==> src/rtl/free_reg_list.sv <==
// Free physical-register list: circular FIFO of unmapped phys reg IDs handed to rename, refilled by retire.
// Optional FRL_DOUBLE_FREE_CHECK_EN adds an in-list vector that drops duplicate returns and flags err_double_free.
module free_reg_list #(
  parameter int unsigned NUM_PHYS_REGS = 64,
  parameter int unsigned NUM_ARCH_REGS = 32,
  localparam int unsigned PW    = $clog2(NUM_PHYS_REGS),
  localparam int unsigned DEPTH = NUM_PHYS_REGS - NUM_ARCH_REGS,
  localparam int unsigned CW    = $clog2(DEPTH + 1)
) (
  input  logic          clk,
  input  logic          rst,
  output logic          frl_valid,
  output logic [PW-1:0] free_register_data,
  input  logic          frl_ready,
  input  logic          ret_valid,
  input  logic [PW-1:0] ret_reg,
  output logic          ret_ready,
  output logic [CW-1:0] free_count,
  output logic          err_overflow
`ifdef FRL_DOUBLE_FREE_CHECK_EN
  ,
  output logic          err_double_free
`endif
);

  localparam int unsigned AW = (DEPTH > 1) ? $clog2(DEPTH) : 1;

  logic [PW-1:0] r_mem [DEPTH];
  logic [AW-1:0] r_head;
  logic [AW-1:0] r_tail;
  logic [CW-1:0] r_count;
  logic          r_err_overflow;
  logic          w_alloc;
  logic          w_ret_try;
  logic          w_ret;

  // DEPTH need not be a power of two, so pointers wrap explicitly.
  function automatic logic [AW-1:0] ptr_inc(input logic [AW-1:0] p);
    return (p == AW'(DEPTH - 1)) ? '0 : p + AW'(1);
  endfunction

  assign frl_valid          = (r_count != '0);
  assign free_register_data = r_mem[r_head];
  assign free_count         = r_count;
  assign err_overflow       = r_err_overflow;
  assign w_alloc            = frl_valid & frl_ready;
  assign ret_ready          = (r_count < CW'(DEPTH)) | w_alloc;
  assign w_ret_try          = ret_valid & ret_ready;

`ifdef FRL_DOUBLE_FREE_CHECK_EN
  logic [NUM_PHYS_REGS-1:0] r_in_list;
  logic                     r_err_double_free;
  logic                     w_dup;

  // An ID leaving via alloc in the same cycle is no longer considered in the list.
  assign w_dup           = r_in_list[ret_reg] & ~(w_alloc & (free_register_data == ret_reg));
  assign w_ret           = w_ret_try & ~w_dup;
  assign err_double_free = r_err_double_free;

  always_ff @(posedge clk) begin
    if (rst) begin
      for (int unsigned i = 0; i < NUM_PHYS_REGS; i++)
        r_in_list[PW'(i)] <= (i >= NUM_ARCH_REGS);
      r_err_double_free <= 1'b0;
    end else begin
      if (w_alloc) r_in_list[free_register_data] <= 1'b0;
      if (w_ret) r_in_list[ret_reg] <= 1'b1;
      if (w_ret_try & w_dup) r_err_double_free <= 1'b1;
    end
  end
`else
  assign w_ret = w_ret_try;
`endif

  always_ff @(posedge clk) begin
    if (rst) begin
      for (int unsigned i = 0; i < DEPTH; i++)
        r_mem[AW'(i)] <= PW'(NUM_ARCH_REGS + i);
      r_head         <= '0;
      r_tail         <= '0;
      r_count        <= CW'(DEPTH);
      r_err_overflow <= 1'b0;
    end else begin
      if (w_alloc) r_head <= ptr_inc(r_head);
      if (w_ret) begin
        r_mem[r_tail] <= ret_reg;
        r_tail        <= ptr_inc(r_tail);
      end
      if (w_ret & ~w_alloc)
        r_count <= r_count + CW'(1);
      else if (w_alloc & ~w_ret)
        r_count <= r_count - CW'(1);
      if (ret_valid & ~ret_ready) r_err_overflow <= 1'b1;
    end
  end

endmodule

==> config.mk <==
export PLATFORM = sky130hd
export DESIGN_NAME = free_reg_list
export DESIGN_NICKNAME = d
export VERILOG_FILES = /design/src/rtl/free_reg_list.sv
export SDC_FILE = /design/constraint.sdc
export NUM_CORES = 1
export LEC_CHECK = 0
export CORE_MARGIN = 4
export CORE_UTILIZATION = 55
export CTS_CLUSTER_SIZE = 20
export DETAILED_ROUTE_END_ITERATION = 8
export HOLD_SLACK_MARGIN = 0.06
export PLACE_DENSITY = 0.72
export RECOVER_POWER = 50
export SLEW_MARGIN = 20
export SYNTH_ARGS = -nofsm -noshare
export SYNTH_HDL_FRONTEND = slang
export SYNTH_SLANG_ARGS = --single-unit
==> constraint.sdc <==
create_clock -name clk -period 7 [get_ports clk]
set_clock_uncertainty 0.2 [all_clocks]
set_input_delay 1.05 -clock clk [delete_from_list [all_inputs] [get_ports clk]]
set_output_delay 1.05 -clock clk [all_outputs]
set_load 0.01 [all_outputs]
==> reports/summary.log, run 1 <==
qor: placement.placer_s_final_routability_congestion_estimate 0.896
qor: critical_path.worst_ep_required_time 5750 ps
qor: placement.placement.io_buffers 24
qor: floorplan.core_area 17,500 um2
qor: clocking.cts.root.buffer_cell sky130_fd_sc_hd__clkbuf_16
qor: synth.synth_area_per_cell 12.4 um2
qor: drt.drt_drc_violations_left 0
qor: timing.fmax_achieved 205 MHz
qor: outcome.failed_checks capacitance limit, slew limit
qor: timing.worst_max_slew_margin_expressed_relative_to_the_limit -7.46%
qor: layout.area.growth.synth_to_final 10.8%
qor: synth.asyncSetResetFlopFracSynth 0%
qor: global_routing.global_route.usage.met1 33.1%
qor: floorplan.initial_core_util 56.9%
qor: layout.diodes 0
qor: floorplan.floorplan.die.width 143 um
qor: drt.first_iter_violations 760
qor: clocking.clock-sinks 214
qor: critical_path.endpoint_kind output port
qor: placement.placement.cell_area 10,300 um2
qor: drt.dr_vias 6,659
qor: clocking.cts_tree yes
qor: global_routing.globalRouteOverflowTotal 0
qor: floorplan.io_pins 25
qor: timing.final_min_period_over_clock_period 69.6%
qor: timing.setup_failing_eps_final 0
qor: flow_run.max-cap-violations 2
qor: clocking.clockBufferDepth 3
qor: global_routing.gr-max-usage-layer met2
qor: synth.synthCells 807
qor: global_routing.grt_util_all_layers 24.3%
qor: placement.placed_cells 1,003
qor: clocking.worst_setup_hold_path_clk_slew 60 ps
qor: global_routing.grt_max_degree 59
qor: floorplan.design.die.area 20,300 um2
qor: floorplan.die_height 143 um
qor: layout.fraction_of_final_layout_cells_sized_beyond_drive_strength_1 7.44%
qor: critical_path.critical_path_arrival 3620 ps
qor: clocking.holdBufCountCts 0
qor: clocking.cts.repair_timing.setup_buffer_count 0
qor: global_routing.grt_use_met2 38.9%
qor: synth.postSynthRegisterBits 214
qor: synth.post_synth_top_area_cell sky130_fd_sc_hd__edfxtp_1
qor: drt.dr.pass1.iters 5
qor: placement.dpl_wire_length 17,100 um
qor: timing.rsz0062_at_grt false
qor: synth.portion_of_the_post_synthesis_area_used_by_sequential_elements 62.2%
qor: synth.mappedNetlistArea 9970 um2
qor: critical_path.crit_path_start_kind flop
qor: global_routing.initial_antenna_violation_count 0
qor: drt.antenna_violating_nets_post_route 0
qor: critical_path.rrSetupSlack 3610 ps
qor: timing.finalMaxSlewViolations 61
qor: outcome.outcome finished with violations
qor: timing.fin_tns_setup 0 ps
qor: layout.fin_area 11,100 um2
qor: timing.period_needed 4870 ps
qor: power.irDropWorstVdd 0.203 mV
qor: synth.top_area_cells_in_the_synthesized_netlist sky130_fd_sc_hd__edfxtp_1, sky130_fd_sc_hd__nand2_1, sky130_fd_sc_hd__mux2i_1, sky130_fd_sc_hd__nor2_1, sky130_fd_sc_hd__dfxtp_1
qor: power.leakagePower 0.00336 uW
qor: layout.num-nets-final 826
qor: critical_path.timing_worst_setup_path_type flop to output port
qor: drt.wl 24,300 um
qor: synth.predominant_post_synthesis_flop_cell sky130_fd_sc_hd__edfxtp_1
qor: synth.synth_nets 830
qor: timing.worst-slew-pin-transition 1610 ps
qor: power.powerDensity 285 nW/um2
qor: global_routing.grt_use_met3 6.43%
qor: synth.yosys.area.top_type_share 57.8%
qor: clocking.clock_insertion_delay_worst_skew 510 ps
qor: drt.detail_route.wl_per_cell 23.3 um
qor: clocking.cts.repair.resized 0
qor: synth.edff_count_synth 192
qor: critical_path.crit_fanout 16
qor: layout.post_layout_nonfiller_instances 1,045
qor: global_routing.grt_pass1_wl 37,700 um
qor: synth.synth-warning-count 0
qor: global_routing.grt_pass1_vias 6,713
qor: hold_path.path_category_of_the_worst_min_delay_check flop to flop
qor: timing.timing.final.hold_violations 0
qor: drt.post_dr_vias_cell 6.37
qor: clocking.cts_buffers 23
qor: synth.yosys.cell_types.count 52
qor: clocking.h-tree-depth 1
qor: floorplan.fp-row-count 48
-- report_power, final --
part,switching [uW],internal (uW),total [uW],leakage [uW]
combinational,230,181,410,0.00120
sequential,42.1,1430,1470,0.00177
clock,489,784,1270,0.000400
total,761,2390,3150,0.00336
-- sequential cells by signal, indices dropped and copies added, names as in the netlist, named ones only --
| register | cells |
|---|---|
| free_count | 6 |
| r_head | 5 |
| r_tail | 5 |
| err_overflow | 1 |
| r_mem | 192 |
-- path summary, 6_finish.rpt --
check | startpoint | cells past startpoint | endpoint
max | flop | 6 | free_register_data[1]
min | err_overflow | 2 | err_overflow
max reg2reg | free_count[1] | 9 | free_count[5]
min reg2reg | err_overflow | 2 | err_overflow
-- critical path, cell delays in order, from the launching register on --
cell,delay [ps]
sky130_fd_sc_hd__dfxtp_1,690
sky130_fd_sc_hd__buf_4,400
sky130_fd_sc_hd__mux4_2,540
sky130_fd_sc_hd__a22o_1,260
sky130_fd_sc_hd__a221oi_1,550
sky130_fd_sc_hd__nand3_1,160
sky130_fd_sc_hd__clkdlybuf4s50_1,500
-- cells in the final DEF, fill, tap and decap left out, types with 6 or more instances in the layout --
cell | Yosys | routed
sky130_fd_sc_hd__o21ai_0 | 7 | 7
sky130_fd_sc_hd__clkbuf_1 | 29 | 6
sky130_fd_sc_hd__o21bai_1 | 8 | 8
sky130_fd_sc_hd__mux2i_1 | 51 | 51
sky130_fd_sc_hd__a21oi_1 | 22 | 22
sky130_fd_sc_hd__nand2_1 | 152 | 152
sky130_fd_sc_hd__dlygate4sd3_1 | 0 | 8
sky130_fd_sc_hd__a22oi_1 | 12 | 12
sky130_fd_sc_hd__dfxtp_1 | 22 | 21
sky130_fd_sc_hd__edfxtp_1 | 192 | 192
sky130_fd_sc_hd__clkbuf_16 | 0 | 23
sky130_fd_sc_hd__clkdlybuf4s50_1 | 0 | 15
sky130_fd_sc_hd__mux4_2 | 11 | 11
sky130_fd_sc_hd__a21o_1 | 26 | 26
sky130_fd_sc_hd__nand3_1 | 23 | 23
sky130_fd_sc_hd__nor2_1 | 118 | 118
sky130_fd_sc_hd__mux4_1 | 13 | 13
sky130_fd_sc_hd__a22o_1 | 6 | 6
sky130_fd_sc_hd__ha_1 | 12 | 12
-- metal layers --
metal  wire (um)  vias up
met5           0        -
met4         635        0
met3        2460       49
met2       11600      367
met1        9600     3295
li1            -     2948
-- layout make-up --
cell class	count	area, um2
inverters	5	18.8
clock inverters	14	181
flip-flops and latches	214	6210
well taps	225	282
repair buffers	31	273
fillers	1297	6490
multi-input cells	528	3460
clock buffers	28	624
-- through the flow --
step / hold WS, ps / total power, uW / worst slack (ps) / utilization (%)
6_report: 294 / 3150 / 2130 / 63.0
2_1_floorplan: 268 / 1770 / 3560 / -
3_3_place_gp: 255 / 1900 / 2700 / 58.5
4_1_cts: 316 / 3170 / 2110 / 63.1
5_1_grt: 325 / 3270 / 1890 / 63.0
3_5_place_dp: 291 / 1910 / 2650 / 58.5
-- kinds of logic after synthesis --
family / count (synthesis) / share of synthesized area, %
buffers and inverters: 65 / 3.04
adder cells (fa/ha/maj): 13 / 1.71
AND/OR/NAND/NOR: 341 / 15.0
XOR/XNOR: 3 / 0.264
flip-flops: 214 / 62.2
multiplexers: 75 / 11.0
AO/OA/AOI/OAI: 96 / 6.70
-- cell usage after synthesis (4+ instances only) --
library cell,count
sky130_fd_sc_hd__a21o_1,26
sky130_fd_sc_hd__a21oi_1,22
sky130_fd_sc_hd__a221oi_1,5
sky130_fd_sc_hd__a22o_1,6
sky130_fd_sc_hd__a22oi_1,12
sky130_fd_sc_hd__and3_1,4
sky130_fd_sc_hd__and4b_1,4
sky130_fd_sc_hd__buf_1,9
sky130_fd_sc_hd__buf_2,13
sky130_fd_sc_hd__buf_4,4
sky130_fd_sc_hd__clkbuf_1,29
sky130_fd_sc_hd__dfxtp_1,22
sky130_fd_sc_hd__edfxtp_1,192
sky130_fd_sc_hd__ha_1,12
sky130_fd_sc_hd__inv_1,5
sky130_fd_sc_hd__mux2i_1,51
sky130_fd_sc_hd__mux4_1,13
sky130_fd_sc_hd__mux4_2,11
sky130_fd_sc_hd__nand2_1,152
sky130_fd_sc_hd__nand3_1,23
sky130_fd_sc_hd__nand4b_1,4
sky130_fd_sc_hd__nor2_1,118
sky130_fd_sc_hd__nor2b_1,5
sky130_fd_sc_hd__o21ai_0,7
sky130_fd_sc_hd__o21bai_1,8
No activity file was read; power rests on OpenSTA's default activity.
==> run 2: changes to the inputs <==
Settings changed: PLACE_DENSITY 0.72 to 0.75.
Clock period 7 ns to 4.4 ns, I/O delays scaled along.
==> reports/summary.log, run 2 (same netlist as run 1, synthesis figures left out) <==
qor: outcome.outcome finished with violations
qor: outcome.failed_checks capacitance limit, slew limit
qor: layout.area.growth.synth_to_final 9.84%
qor: timing.final_min_period_over_clock_period 93.0%
qor: hold_path.path_category_of_the_worst_min_delay_check input pin to flop
qor: clocking.h-tree-depth 1 [unchanged]
qor: drt.post_dr_vias_cell 6.41 [+0.59%]
qor: layout.mostFrequentLayoutCells sky130_fd_sc_hd__edfxtp_1, sky130_fd_sc_hd__nand2_1, sky130_fd_sc_hd__nor2_1
qor: critical_path.worst_ep_required_time 3540 ps [-2210 ps]
qor: floorplan.io_pins 25 [unchanged]
qor: drt.first_iter_violations 738 [-2.9%]
qor: critical_path.critical_path.cell_chain buf_4 > mux4_1 > a22o_1 > a221oi_1 > nand3_1 > clkdlybuf4s50_1
qor: power.leakagePower 0.00331 uW [-1.6%]
qor: clocking.cts_buffers 22 [-4.3%]
qor: power.p_sw 1180 uW [+55%]
qor: clocking.cts.root.buffer_cell sky130_fd_sc_hd__clkbuf_16
qor: critical_path.endpoint_kind output port
qor: drt.dr.pass1.iters 5 [unchanged]
qor: critical_path.critical_path.slowest_cell sky130_fd_sc_hd__mux4_1
qor: drt.antenna_violating_nets_post_route 0 [unchanged]
qor: global_routing.grt_use_met3 5.96% [-0.47 points]
qor: floorplan.design.die.area 20,300 um2 [unchanged]
qor: power.power.share.switching 24.8% [+0.65 points]
qor: layout.nFillCells 1,304 [+0.54%]
qor: drt.dr_vias 6,724 [+0.98%]
qor: clocking.clockBufferDepth 3 [unchanged]
qor: critical_path.critical_path_arrival 3230 ps [-390 ps]
qor: timing.rsz0062_at_grt false
qor: global_routing.global_route.usage.met1 32.1% [-0.99 points]
qor: timing.fmax_achieved 244 MHz
qor: timing.finalMaxSlewViolations 30 [-51%]
qor: global_routing.grt_pass1_wl 37,800 um [+0.40%]
qor: layout.fin_util 62.5% [-0.56 points]
qor: critical_path.r2r.worst_path.cells 5 [-4]
qor: drt.detail_route.wl_per_cell 23.3 um [about the same]
qor: placement.dpl_wire_length 16,800 um [-1.2%]
qor: layout.largest_register_ff_count 192 [unchanged]
qor: timing.worst_max_slew_margin_expressed_relative_to_the_limit -6.70% [+0.76 points]
qor: power.power_frac_seq 48.9% [+2.3 points]
qor: power.intPower 3580 uW [+50%]
qor: floorplan.core_area 17,500 um2 [unchanged]
qor: timing.timing.final.hold_violations 0 [unchanged]
qor: global_routing.grt_max_degree 51 [-14%]
qor: timing.period_needed 4090 ps
qor: flow_run.max-cap-violations 1 [-1]
qor: clocking.cts_tree yes
qor: global_routing.grt_pass1_vias 6,764 [+0.76%]
qor: layout.num-nets-final 832 [+0.73%]
qor: global_routing.grt_use_met2 41.0% [+2.2 points]
qor: power.clk_pwr_share 37.0% [-3.4 points]
qor: floorplan.fp-row-count 48 [unchanged]
qor: critical_path.slowest_stage_delay_on_critical_path 620 ps [-70 ps]
qor: placement.placer_s_final_routability_congestion_estimate 0.927 [+3.4%]
qor: timing.fin_tns_setup 0 ps [unchanged]
qor: floorplan.die_height 143 um [unchanged]
qor: power.irDropWorstVdd 0.350 mV [+73%]
qor: clocking.worst_setup_hold_path_clk_slew 60 ps [about the same]
qor: drt.wl 24,400 um [+0.35%]
qor: clocking.holdBufCountCts 0 [unchanged]
qor: layout.largest-register r_mem
qor: clocking.clock-sinks 214 [unchanged]
qor: global_routing.globalRouteOverflowTotal 0 [unchanged]
qor: global_routing.gr-max-usage-layer met2
qor: clocking.clock_insertion_delay_worst_skew 500 ps [about the same]
qor: layout.fraction_of_final_layout_cells_sized_beyond_drive_strength_1 6.55% [-0.89 points]
qor: global_routing.initial_antenna_violation_count 0 [unchanged]
qor: clocking.cts.repair.resized 0 [unchanged]
qor: layout.diodes 0 [unchanged]
qor: clocking.cts.repair_timing.setup_buffer_count 0 [unchanged]
qor: layout.multiInputGateArea 3460 um2 [unchanged]
qor: floorplan.floorplan.die.width 143 um [unchanged]
qor: critical_path.crit_fanout 28 [+12]
qor: layout.final_common_cell sky130_fd_sc_hd__edfxtp_1
qor: hold_path.hold_path_depth 2 [unchanged]
qor: power.power.share.combinational 14.0% [+1.0 points]
qor: timing.worst-slew-pin-transition 1600 ps [-11.3 ps]
qor: critical_path.crit_path_start_kind flop
qor: critical_path.timing_worst_setup_path_type flop to output port
qor: global_routing.grt_util_all_layers 24.5% [+0.19 points]
qor: power.powerDensity 434 nW/um2 [+52%]
qor: timing.setup_failing_eps_final 0 [unchanged]
qor: drt.drt_drc_violations_left 0 [unchanged]
qor: floorplan.initial_core_util 56.9% [unchanged]
qor: placement.placement.io_buffers 24 [unchanged]
qor: layout.regArea 6210 um2 [unchanged]
-- run 2: cell types whose count changed in the layout (fill, tap and decap cells not counted) --
cell and delta:
sky130_fd_sc_hd__clkbuf_8 -3, sky130_fd_sc_hd__clkinv_4 +1, sky130_fd_sc_hd__buf_4 +3, sky130_fd_sc_hd__clkinv_1 +2, sky130_fd_sc_hd__clkbuf_1 +9, sky130_fd_sc_hd__clkinv_2 -3
sky130_fd_sc_hd__clkinv_8 -1, sky130_fd_sc_hd__bufinv_16 -3, sky130_fd_sc_hd__inv_6 -1
-- run 2: path summary, 6_finish.rpt --
kind / start / end / slack [ps]
hold reg to reg: err_overflow / err_overflow / 260
hold / removal: rst / r_tail[3] / 230
setup reg to reg: free_count[5] / r_mem[10][0] / 1070
setup / recovery: flop / free_register_data[0] / 310
-- run 2: stage by stage --
stage	total power, uW	area, um2	hold slack [ps]	setup slack [ps]	cells
floorplan	2810	9970	268	1300	807
detailed placement	3050	10300	264	435	1010
finish	4760	11000	225	309	1049
global route	4940	11000	226	153	1049
global placement	3020	10300	257	609	1010
CTS	4780	11000	207	343	1049
-- run 2: power by group through the flow --
stage	combinational, uW	clock [uW]	sequential (uW)
6_report	668	1760	2330
5_1_grt	731	1860	2340
4_1_cts	680	1770	2330
3_5_place_dp	678	0	2370
3_3_place_gp	654	0	2370
2_1_floorplan	447	0	2370
-- run 2: final cells by class --
class	instances	share of cell area [%]
clock inverters	9	0.617
flip-flops and latches	214	56.7
inverters	5	0.171
clock buffers	30	5.50
well taps	225	2.57
multi-input cells	528	31.6
repair buffers	38	2.83
-- run 2: layer usage --
layer / wire length [um] / up-vias
met5: 0 / -
met4: 587 / 0
met3: 2530 / 54
met2: 11900 / 380
met1: 9370 / 3335
li1: - / 2955
-- run 2: worst max-delay path: cells and delay by family (launching register included) --
| family | cells | cell delay, ps |
|---|---|---|
| and+or+nand+nor | 1 | 140 |
| muxes | 1 | 620 |
| buffers and inverters | 2 | 910 |
| AOI/OAI and AO/OA | 2 | 750 |
| DFF | 1 | 300 |
==> run 3: changes to the inputs <==
==> constraint.sdc (replaced) <==
create_clock -name clk -period 4.4 [get_ports clk]
set_clock_uncertainty 0.2 [all_clocks]
set_input_delay 0.88 -clock clk [delete_from_list [all_inputs] [get_ports clk]]
set_output_delay 0.88 -clock clk [all_outputs]
set_load 0.01 [all_outputs]
==> reports/summary.log, run 3 (same netlist as run 1, synthesis figures left out) <==
qor: critical_path.critical_path_buf_inv_count 2 [unchanged]
qor: timing.fin_tns_setup 0 ps [unchanged]
qor: global_routing.globalRouteOverflowTotal 0 [unchanged]
qor: global_routing.grt_max_degree 41 [-20%]
qor: critical_path.rr_endpoint r_mem[16][1]
qor: hold_path.hold-path-endpoint err_overflow
qor: layout.nFillCells 1,341 [+2.8%]
qor: critical_path.crit_cells 6 [unchanged]
qor: hold_path.path_category_of_the_worst_min_delay_check flop to flop
qor: power.power 4840 uW [+1.8%]
qor: layout.final_common_cell sky130_fd_sc_hd__edfxtp_1
qor: timing.finalMaxSlewViolations 31 [+3.3%]
qor: drt.detail_route.wl_per_cell 23.5 um [+0.99%]
qor: timing.setup_failing_eps_final 0 [unchanged]
qor: critical_path.critical_path.cell_chain buf_4 > mux4_1 > a22o_1 > a221oi_1 > nand3_1 > clkdlybuf4s50_1
qor: timing.worst_max_slew_margin_expressed_relative_to_the_limit -5.17% [+1.5 points]
qor: layout.num-nets-final 835 [+0.36%]
qor: critical_path.critical_path.slowest_cell sky130_fd_sc_hd__mux4_1
qor: floorplan.initial_core_util 56.9% [unchanged]
qor: drt.post_dr_vias_cell 6.46 [+0.72%]
qor: outcome.outcome finished with violations
qor: clocking.h-tree-depth 1 [unchanged]
qor: timing.rsz0062_at_grt false
qor: timing.timing.final.hold_violations 0 [unchanged]
qor: critical_path.rrSetupSlack 1010 ps [-60 ps]
qor: placement.placer_s_final_routability_congestion_estimate 0.873 [-5.8%]
qor: critical_path.crit_fanout 28 [unchanged]
qor: clocking.cts.root.buffer_cell sky130_fd_sc_hd__clkbuf_16
qor: critical_path.critical_path_arrival 3180 ps [-50 ps]
qor: layout.largest-register r_mem
qor: drt.antenna_violating_nets_post_route 0 [unchanged]
qor: drt.drt_drc_violations_left 0 [unchanged]
qor: floorplan.io_pins 25 [unchanged]
qor: drt.first_iter_violations 1,033 [+40%]
qor: clocking.clock_insertion_delay_worst_skew 510 ps [about the same]
qor: clocking.cts_tree yes
qor: drt.metal1_wirelength 9340 um [-0.34%]
qor: critical_path.endpoint_kind output port
qor: clocking.clock-sinks 214 [unchanged]
qor: drt.met3RoutedLength 2510 um [-0.91%]
qor: layout.diodes 0 [unchanged]
qor: placement.detailedPlace.worstSlack 374 ps [-61.6 ps]
qor: clocking.clockBufferDepth 3 [unchanged]
qor: clocking.holdBufCountCts 0 [unchanged]
qor: floorplan.fp-row-count 48 [unchanged]
qor: critical_path.timing.critical_path.max_delay_family buffers and inverters
qor: floorplan.design.die.area 20,300 um2 [unchanged]
qor: floorplan.die_height 143 um [unchanged]
qor: drt.dr_vias 6,779 [+0.82%]
qor: floorplan.core_area 17,500 um2 [unchanged]
qor: drt.met2_wirelength 12,000 um [+0.99%]
qor: clocking.worst_setup_hold_path_clk_slew 60 ps [about the same]
qor: critical_path.slowest_stage_delay_on_critical_path 620 ps [about the same]
qor: hold_path.hold_path_depth 2 [unchanged]
qor: critical_path.crit_path_start_kind flop
qor: critical_path.worst_ep_required_time 3320 ps [-220 ps]
qor: global_routing.grt_pass1_wl 37,900 um [about the same]
qor: layout.fraction_of_final_layout_cells_sized_beyond_drive_strength_1 7.52% [+0.96 points]
qor: clocking.cts_buffers 22 [unchanged]
qor: power.leakagePower 0.00335 uW [+1.2%]
qor: critical_path.r2r.worst_path.cells 6 [+1]
qor: global_routing.grt_util_all_layers 24.4% [-0.11 points]
qor: timing.worst-slew-pin-transition 1580 ps [-23.0 ps]
qor: drt.highest-signal-layer met4
qor: power.powerDensity 440 nW/um2 [+1.2%]
qor: global_routing.initial_antenna_violation_count 0 [unchanged]
qor: power.irDropWorstVdd 0.341 mV [-2.6%]
qor: layout.mostFrequentLayoutCells sky130_fd_sc_hd__edfxtp_1, sky130_fd_sc_hd__nand2_1, sky130_fd_sc_hd__nor2_1
qor: timing.final_min_period_over_clock_period 96.7% [+3.8 points]
qor: hold_path.min_from err_overflow
qor: placement.dpl_wire_length 17,000 um [+1.0%]
qor: placement.placement.io_buffers 24 [unchanged]
qor: timing.period_needed 4260 ps [+166 ps]
qor: flow_run.max-cap-violations 1 [unchanged]
qor: global_routing.grt_pass1_vias 6,853 [+1.3%]
qor: layout.largest_register_ff_count 192 [unchanged]
qor: timing.post-route-worst-setup-slack 143 ps [-166 ps]
qor: critical_path.timing_worst_setup_path_type flop to output port
qor: drt.dr.pass1.iters 6 [+1]
qor: timing.fmax_achieved 235 MHz [-3.9%]
qor: outcome.failed_checks capacitance limit, slew limit
qor: floorplan.floorplan.die.width 143 um [unchanged]
qor: layout.area.growth.synth_to_final 10.5%
qor: critical_path.worstReg2RegStart free_count[5]
qor: drt.wl 24,700 um [+1.1%]
## run 3: cell types whose count changed in the layout (fill, tap and decap cells not counted), moves of 2 or more
cell                       delta
sky130_fd_sc_hd__clkinv_1     -2
sky130_fd_sc_hd__clkbuf_8     +4
sky130_fd_sc_hd__buf_4        +4
sky130_fd_sc_hd__clkbuf_1     -4
## run 3: final cells by class
cell class | instances | area (um2) | share of cell area (%)
multi-input combinational | 528 | 3470 | 31.5
clock inverter | 6 | 55.1 | 0.500
inverter | 5 | 18.8 | 0.170
timing repair buffer | 41 | 337 | 3.06
sequential | 214 | 6210 | 56.4
tap | 225 | 282 | 2.56
clock buffer | 31 | 646 | 5.86
## run 3: metrics by stage
stage               hold slack, ps  cells  util, %  cell area [um2]
floorplan                      268    807        -             9970
global placement               261   1013     59.0            10300
detailed placement             287   1013     59.0            10300
CTS                            305   1050     63.0            11000
global route                   337   1050     62.8            11000
finish                         294   1050     62.8            11000
## run 3: worst max-delay path by stage
stage	from	end	slack, ps
floorplan	frl_ready	free_count[5]	1130
global placement	ret_valid	free_count[5]	500
detailed placement	ret_valid	free_count[5]	370
CTS	flop	free_register_data[0]	90
global route	flop	free_register_data[5]	20
finish	flop	free_register_data[5]	140
## run 3: power breakdown
| group | internal, uW | total [uW] | switching [uW] |
|---|---|---|---|
| sequential | 2270 | 2330 | 59.1 |
| combinational | 294 | 679 | 384 |
| clock | 1070 | 1830 | 759 |
| total | 3640 | 4840 | 1200 |
## run 3: tightest hold or removal path, stage by stage (launching register included)
cell	delay (ps)
sky130_fd_sc_hd__dfxtp_1	330
sky130_fd_sc_hd__a21oi_1	40
sky130_fd_sc_hd__nor2_1	80
## run 3: timing repair
action / in CTS / in global routing
resized for setup: 0 / 1
setup endpoints to repair: 0 / 1
setup buffers: 0 / 0
## run 3: per-layer routing
metal  vias up  GRT usage [%]
li1       2954              -
met1      3324           32.3
met2       428           40.4
met3        73           4.96
met4         0           8.65
met5         -              0
